===== config.mk =====
export PLATFORM = sky130hd
export DESIGN_NAME = img_pix_stream_reader
export DESIGN_NICKNAME = d
export VERILOG_FILES = /design/src/rtl/img_pix_stream_reader.sv
export SDC_FILE = /design/constraint.sdc
export NUM_CORES = 1
export LEC_CHECK = 0
export BUFFER_PORTS_ARGS = -buffer_cell sky130_fd_sc_hd__buf_2
export CAP_MARGIN = 10
export CORE_ASPECT_RATIO = 1.5
export CORE_MARGIN = 8
export CORE_UTILIZATION = 50
export DETAILED_ROUTE_END_ITERATION = 12
export PLACE_DENSITY_LB_ADDON = 0.15
export REMOVE_ABC_BUFFERS = 1
export SLEW_MARGIN = 0
export SYNTH_ARGS = -nofsm -noshare
export SYNTH_HDL_FRONTEND = slang
export SYNTH_SLANG_ARGS = --single-unit

===== constraint.sdc =====
create_clock -name clk -period 4.89 [get_ports clk]
set_clock_uncertainty 0.2 [all_clocks]
set_input_delay 0.2445 -clock clk [delete_from_list [all_inputs] [get_ports clk]]
set_output_delay 0.2445 -clock clk [all_outputs]
set_load 0.1 [all_outputs]

===== src/rtl/img_pix_stream_reader.sv =====
// Pixel stream reader: requests pixels one at a time from an upstream source, buffers them in a FIFO
// and exposes data/status/control over an Avalon-MM slave. Optional PIXCOUNT via IMG_READER_PIXCOUNT_EN.
module img_pix_stream_reader #(
    parameter int PIX_W = 24,
    parameter int DEPTH = 16,
    parameter int CNT_W = 32
) (
    input  logic             clk,
    input  logic             reset_n,
    input  logic [1:0]       avs_address,
    input  logic             avs_read,
    output logic [31:0]      avs_readdata,
    input  logic             avs_write,
    input  logic [31:0]      avs_writedata,
    output logic             get_next_pix,
    input  logic             pix_rdy,
    input  logic [PIX_W-1:0] pixel_data,
    input  logic             img_done,
    output logic             cpu_rdy,
    output logic [3:0]       out_state
);
    localparam int PTR_W  = $clog2(DEPTH);
    localparam int FILL_W = PTR_W + 1;

    typedef enum logic [3:0] {
        ST_IDLE  = 4'd0,
        ST_REQ   = 4'd1,
        ST_WAIT  = 4'd2,
        ST_DONE  = 4'd3,
        ST_DRAIN = 4'd4
    } state_t;

    state_t            state_q, state_d, fsm_next_s;
    logic [PIX_W-1:0]  mem_q [DEPTH];
    logic [PTR_W-1:0]  wr_ptr_q, wr_ptr_d, rd_ptr_q, rd_ptr_d;
    logic [FILL_W-1:0] count_q, count_d;
    logic              run_q, run_d, underflow_q, underflow_d;
    logic [31:0]       rdata_q, rdata_d;
    logic              get_next_pix_q, cpu_rdy_q;
    logic              ctrl_wr_s, clear_s, data_rd_s, push_s, pop_s, empty_s, full_s;
    logic [31:0]       status_s, pixcnt_rd_s;
    logic              unused_s;

    assign ctrl_wr_s = avs_write && (avs_address == 2'd2);
    assign clear_s   = ctrl_wr_s && avs_writedata[1];
    assign data_rd_s = avs_read && (avs_address == 2'd0);
    assign empty_s   = (count_q == '0);
    assign full_s    = (count_q == FILL_W'(DEPTH));
    // A clear in the same cycle as pix_rdy drops that pixel
    assign push_s    = (state_q == ST_WAIT) && pix_rdy && !clear_s;
    assign pop_s     = data_rd_s && !empty_s && !clear_s;
    assign unused_s  = ^avs_writedata[31:2];

    assign status_s = {4'd0, state_q, 3'd0, run_q, underflow_q, img_done, full_s, empty_s, 16'(count_q)};

`ifdef IMG_READER_PIXCOUNT_EN
    logic [CNT_W-1:0] pixcnt_q, pixcnt_d;

    // Pushed-pixel counter, wraps naturally
    always_comb begin
        pixcnt_d = pixcnt_q;
        if (clear_s) begin
            pixcnt_d = '0;
        end else if (push_s) begin
            pixcnt_d = pixcnt_q + CNT_W'(1);
        end else begin
            pixcnt_d = pixcnt_q;
        end
    end

    // Pixel counter register
    always_ff @(posedge clk) begin
        if (!reset_n) begin
            pixcnt_q <= '0;
        end else begin
            pixcnt_q <= pixcnt_d;
        end
    end

    assign pixcnt_rd_s = 32'(pixcnt_q);
`else
    assign pixcnt_rd_s = 32'd0;
`endif

    // Request FSM next state; a clear overrides normal sequencing
    always_comb begin
        fsm_next_s = state_q;
        case (state_q)
            ST_IDLE: begin
                if (img_done) begin
                    fsm_next_s = ST_DONE;
                end else if (run_q && !full_s) begin
                    fsm_next_s = ST_REQ;
                end else begin
                    fsm_next_s = ST_IDLE;
                end
            end
            ST_REQ:   fsm_next_s = ST_WAIT;
            ST_WAIT: begin
                if (pix_rdy) begin
                    fsm_next_s = img_done ? ST_DONE : ST_IDLE;
                end else begin
                    fsm_next_s = ST_WAIT;
                end
            end
            ST_DONE:  fsm_next_s = ST_DONE;
            ST_DRAIN: begin
                if (pix_rdy) begin
                    fsm_next_s = ST_IDLE;
                end else begin
                    fsm_next_s = ST_DRAIN;
                end
            end
            default:  fsm_next_s = ST_IDLE;
        endcase
        // A request already on the wire (REQ or WAIT) must have its reply swallowed
        if (clear_s) begin
            if ((state_q == ST_REQ) || (((state_q == ST_WAIT) || (state_q == ST_DRAIN)) && !pix_rdy)) begin
                state_d = ST_DRAIN;
            end else begin
                state_d = ST_IDLE;
            end
        end else begin
            state_d = fsm_next_s;
        end
    end

    // FIFO pointers, fill count, run and sticky underflow
    always_comb begin
        wr_ptr_d    = wr_ptr_q;
        rd_ptr_d    = rd_ptr_q;
        count_d     = count_q;
        underflow_d = underflow_q;
        run_d       = ctrl_wr_s ? avs_writedata[0] : run_q;
        if (clear_s) begin
            wr_ptr_d    = '0;
            rd_ptr_d    = '0;
            count_d     = '0;
            underflow_d = 1'b0;
        end else begin
            wr_ptr_d    = push_s ? (wr_ptr_q + PTR_W'(1)) : wr_ptr_q;
            rd_ptr_d    = pop_s ? (rd_ptr_q + PTR_W'(1)) : rd_ptr_q;
            underflow_d = underflow_q | (data_rd_s && empty_s);
            case ({push_s, pop_s})
                2'b10:   count_d = count_q + FILL_W'(1);
                2'b01:   count_d = count_q - FILL_W'(1);
                default: count_d = count_q;
            endcase
        end
    end

    // Read data mux, captured one cycle after the strobe
    always_comb begin
        rdata_d = rdata_q;
        if (avs_read) begin
            case (avs_address)
                2'd0:    rdata_d = empty_s ? 32'd0 : 32'(mem_q[rd_ptr_q]);
                2'd1:    rdata_d = status_s;
                2'd2:    rdata_d = {31'd0, run_q};
                2'd3:    rdata_d = pixcnt_rd_s;
                default: rdata_d = 32'd0;
            endcase
        end else begin
            rdata_d = rdata_q;
        end
    end

    // FIFO storage; no reset needed as occupancy is tracked by the pointers
    always_ff @(posedge clk) begin
        if (push_s) begin
            mem_q[wr_ptr_q] <= pixel_data;
        end
    end

    // Control state and registered outputs
    always_ff @(posedge clk) begin
        if (!reset_n) begin
            state_q        <= ST_IDLE;
            wr_ptr_q       <= '0;
            rd_ptr_q       <= '0;
            count_q        <= '0;
            run_q          <= 1'b0;
            underflow_q    <= 1'b0;
            rdata_q        <= 32'd0;
            get_next_pix_q <= 1'b0;
            cpu_rdy_q      <= 1'b0;
        end else begin
            state_q        <= state_d;
            wr_ptr_q       <= wr_ptr_d;
            rd_ptr_q       <= rd_ptr_d;
            count_q        <= count_d;
            run_q          <= run_d;
            underflow_q    <= underflow_d;
            rdata_q        <= rdata_d;
            get_next_pix_q <= (state_d == ST_REQ);
            cpu_rdy_q      <= (count_d != '0);
        end
    end

    assign avs_readdata = rdata_q;
    assign get_next_pix = get_next_pix_q;
    assign cpu_rdy      = cpu_rdy_q;
    assign out_state    = state_q;

endmodule

======== Word-level counts from Yosys, hierarchy flattened ========
Memory sizes are Yosys's and may differ from the RTL's. A register that Yosys moved wholly into a read port is not among the register bits.
Index checks and enable logic that the tools add are counted.
operators by class
  $add $sub $neg .......................... 4
  equal/unequal tests ..................... 11
  mux-type cells .......................... 16
  bitwise gates (word level) .............. 2
  reduce and logical (&&, ||, !) cells .... 21
operators by type and width
  operator             number
  $pmux 32 s4          1
  $mux 24              1
  $pmux 4 s5           1
  $mux 4               3
  $logic_and 1x1->1    10
  $pmux 5 s2           1
  $add 4x1->4 const B  2
  $eq 4x1->1 const B   2
  $eq 4x2->1 const B   2
  $eq 2x2->1 const B   3
  $mux 2               3
  $mux 3               2
  $add 5x1->5 const B  1
  $eq 5x5->1 const B   1
  $logic_not 5->1      1
  $mux 5               1
  $reduce_bool 5->1    1
  $sub 5x1->5 const B  1
  $eq 2x1->1 const B   2
  $eq 4x3->1 const B   1
  $logic_not 1->1      4
  $logic_not 4->1      1
  $mux 1               3
  $logic_not 2->1      1
  4 further kinds      5
word-level totals
  flip-flop bits (word level) ............. 53
  bits in writable memories ............... 384
  memories ................................ 1
memories
  memory  depth  bits a word  read ports  clocked after memory_dff  wr ports  line  source
  mem_q   16     24           1           1                         1         34    logic [PIX_W-1:0] mem_q [DEPTH];

======== Longest topological paths before layout ========
  depth in word-level cells ............... 9
  mapped depth ............................ 13
  gate-level depth less buffers ........... 11

======== Least setup slack after synthesis ========
No wires, ideal clock.
  path type ............................... register to register
  start point ............................. reg state_q[1], in the netlist out_state[1]
  end point ............................... mem mem_q[3][0] (enable)
  setup time .............................. 0.435 ns
  arrival ................................. 3.450 ns
  required time ........................... 4.255 ns
  slack ................................... 0.805 ns
  cell stages (with the launch flop) ...... 5
  period minus slack after synthesis ...... 4.085 ns
  cell sequence ........................... dfxtp_1 and4bb_2 and2_1 nand2_1 nor3_1
between the ends
  cells in the longest elaborated chain, start to end .. 5
ends and longest elaborated chain
  item                             line  source
  start: declaration               33    state_t state_q, state_d, fsm_next_s;
  start signal: assignment         188   state_q <= state_d;
  $eq 4x2->1                       50    assign push_s = (state_q == ST_WAIT) && pix_rdy && !clear_s;
  $logic_and 1x1->1 (2 in series)  50
  $mux 1                           170   if (push_s) begin
  $mux 1 (implied by the code)     171   mem_q[wr_ptr_q] <= pixel_data;
  end: declaration                 34
No other way between the ends.

==> impl_metrics.tcl <==
set metrics [dict create \
    clock_sinks 435 \
    fp-row-count 82 \
    grt_pass1_vias 8732 \
    leakage_nw 6.21 \
    setup_viol 0 \
    total_power_mw 7.73 \
    synth_area_leaders "edfxtp_1 69%, mux4_2 13%, dfxtp_1 6.1%" \
    placed_cell_area_um2 17600 \
    core_um2 33200 \
    ys_types 46 \
    grt_overflow 0 \
    routabilityCongestion 0.751 \
    final_layout_size_suffix_gt1_frac 0.262 \
    ctsResizeCount 0 \
    maxCapViolCount 0 \
    cp_data_arrival_time_ns 4.02 \
    cts_tree "done" \
    synth_area_leader_cell "edfxtp_1" \
    setup.worst_path.end_class "flip-flop" \
    fmax_mhz 263 \
    cellPowerDensity_nw_per_um2 399 \
    r2r_cells 8 \
    synth_top_area_frac 0.686 \
    clk_latency_ns 0.54 \
    rsz0062_at_grt "no" \
    cp-start-kind "flip-flop" \
    hpwlAfterDp_um 19000 \
    area_growth_pct 15.2 \
    yosysWarnings 0 \
    finalInstanceArea_um2 19400 \
    stdcell_count 1417 \
    synth_flop_cell "edfxtp_1" \
    io_buffers 65 \
    syn_inst 862 \
    grt_first_pass_wirelength_um 54100 \
    fin_crit_sh 0.777 \
    synth_edf_count 384 \
    cts_buffers 41 \
    p_int_mw 6.19 \
    setup_slack_ns 1.09 \
    drt-vias-per-instance 5.86 \
    max-vdd-ir-drop_uv 257 \
    synthArstFlopShare 0 \
    drt_iter0_drc 607 \
    switching_share 0.200 \
    drc 0 \
    critPathRequiredTime_ns 5.12 \
    die_w_um 166 \
    holdPathStages 4 \
    start_util 0.506 \
    p_switching_mw 1.54 \
    avgSynthCellArea_um2 19.5 \
    vias 8308 \
    antennaDiodeCount 0 \
    seqPwrFrac 0.527 \
    dp_slack_ns 1.66 \
    period_minus_slack_ns 3.80 \
    cts_max_path_buffers 3 \
    hold_path_class "in2reg" \
    hold_viol 0 \
    path_max_fanout 34 \
    p_comb_frac 0.035 \
    max_slew.worst_pin.slew_ns 1.22 \
    grt_start_max_net_pins 59 \
    wl_per_cell_um 25.4 \
    seq_area_frac_synth 0.746 \
    layout.nets 1037 \
    track_usage 0.181 \
    ant_nets 0 \
    clk_pin_slew_worst_paths_ns 0.06 \
    run_status "completed" \
    critPathKind "reg2reg" \
    dieArea_um2 39900 \
    dp.cells 1307 \
    pin_count 102 \
    drv_slew 0 \
    synth-seq-cells 435 \
    wl_um 36100 \
    pwr-share-clk 0.438 \
    syn_area_um2 16800 \
    dr.pass1.iters 4 \
    relSlewSlack 0.186 \
    clockRootBuffer "clkbuf_16" \
    fin_util 0.583 \
    dieHeight_um 241 \
    antenna_found_initial 0 \
    cts-htree-levels 2 \
]
-- final cells by class --
| class | count | area, um^2 |
|---|---|---|
| Clock buffer | 53 | 1120 |
| Clock inverter | 22 | 315 |
| Fill cell | 2512 | 13900 |
| Inverter | 17 | 63.8 |
| Multi-Input combinational cell | 357 | 3990 |
| Sequential cell | 435 | 12600 |
| Tap cell | 420 | 526 |
| Timing Repair Buffer | 113 | 798 |
-- registers in the layout, indices dropped and copies added (netlist names), 3 cells and up, named ones only --
signal and count:
out_state 3, rd_ptr_q 4, wr_ptr_q 4, mem_q 384
count_q 5, avs_readdata 27
-- path summary, 6_finish.rpt --
path,start,to,slack [ns]
setup reg to reg,flip-flop,avs_readdata[16],1.09
hold / removal,avs_read,avs_readdata[26],0.06
hold reg to reg,avs_readdata[10],avs_readdata[10],0.27
setup / recovery,flip-flop,avs_readdata[16],1.09
-- routing by layer --
metal,GRT usage,vias to the layer above,part of all wire
met1,0.218,4377,0.40
li1,-,3675,-
met5,0,-,0
met4,0.0613,0,0.025
met3,0.0305,59,0.045
met2,0.324,197,0.53
-- logic make-up after synthesis --
| kind of cell | Yosys count | share of synthesized area |
|---|---|---|
| XOR/XNOR | 10 | 0.00521 |
| flip-flops | 435 | 0.746 |
| other | 1 | 0.000223 |
| adder cells (fa/ha/maj) | 8 | 0.00595 |
| AO/OA/AOI/OAI | 109 | 0.0433 |
| multiplexers | 123 | 0.145 |
| AND/OR/NAND/NOR | 101 | 0.0299 |
| buffers and inverters | 75 | 0.0245 |
-- cells in the mapped netlist (2+ instances only) --
cell	count
a22oi_1	24
and2_1	4
dfxtp_1	51
mux4_2	96
a22o_1	23
nor2b_1	10
a21oi_1	10
nor3b_1	2
buf_1	3
xnor2_1	3
nand2_1	21
and3_1	2
o21ai_0	27
nand4_1	2
a31oi_1	3
mux2i_1	27
nand3b_1	2
nand2b_1	4
buf_4	7
inv_1	17
buf_6	8
xor2_1	7
clkbuf_1	25
a21o_1	3
o211ai_1	2
nand3_1	6
nor2_1	37
buf_2	13
nor3_1	6
edfxtp_1	384
ha_1	8
o21ai_1	11
-- through the flow --
step / hold slack, ns / TNS (ns)
global route: 0.0925 / 0
CTS: 0.0392 / 0
detailed placement: 0.261 / 0
finish: 0.0608 / 0
floorplan: 0.134 / -13.31
global placement: 0.251 / 0
-- worst max-delay path: stages (launching register included) --
cell           delay (ns)
dfxtp_4              0.84
buf_12               0.36
mux4_2               0.54
a22oi_1              0.23
a311oi_1             0.11
o21ai_0              0.18
dlygate4sd3_1        0.58
a21oi_1              0.06
dlygate4sd3_1        0.57
-- power groups by stage --
| stage | Sequential [mW] | Clock, mW | Combinational (mW) |
|---|---|---|---|
| 4_1_cts | 4.07 | 3.45 | 0.270 |
| 3_5_place_dp | 4.15 | 0 | 0.247 |
| 5_1_grt | 4.07 | 3.59 | 0.289 |
| 6_report | 4.07 | 3.39 | 0.268 |
| 3_3_place_gp | 4.15 | 0 | 0.244 |
| 2_1_floorplan | 4.20 | 0 | 0.107 |
-- what timing repair did --
| item | in CTS | in global routing |
|---|---|---|
| buffers inserted | 0 | 0 |
| endpoints found under the hold margin | 399 | 0 |
| hold buffers | 35 | 0 |
-- cell usage in the layout, fill, tap and decap left out, types with 24 or more instances in the layout --
| master | Yosys | final |
|---|---|---|
| edfxtp_1 | 384 | 384 |
| mux4_2 | 96 | 96 |
| buf_2 | 13 | 65 |
| dfxtp_1 | 51 | 48 |
| clkbuf_16 | 0 | 41 |
| dlygate4sd3_1 | 0 | 35 |
| o21ai_0 | 27 | 27 |
| mux2i_1 | 27 | 27 |
| nor2_1 | 37 | 24 |
| a22oi_1 | 24 | 24 |
(Power assumes the default switching activity.)
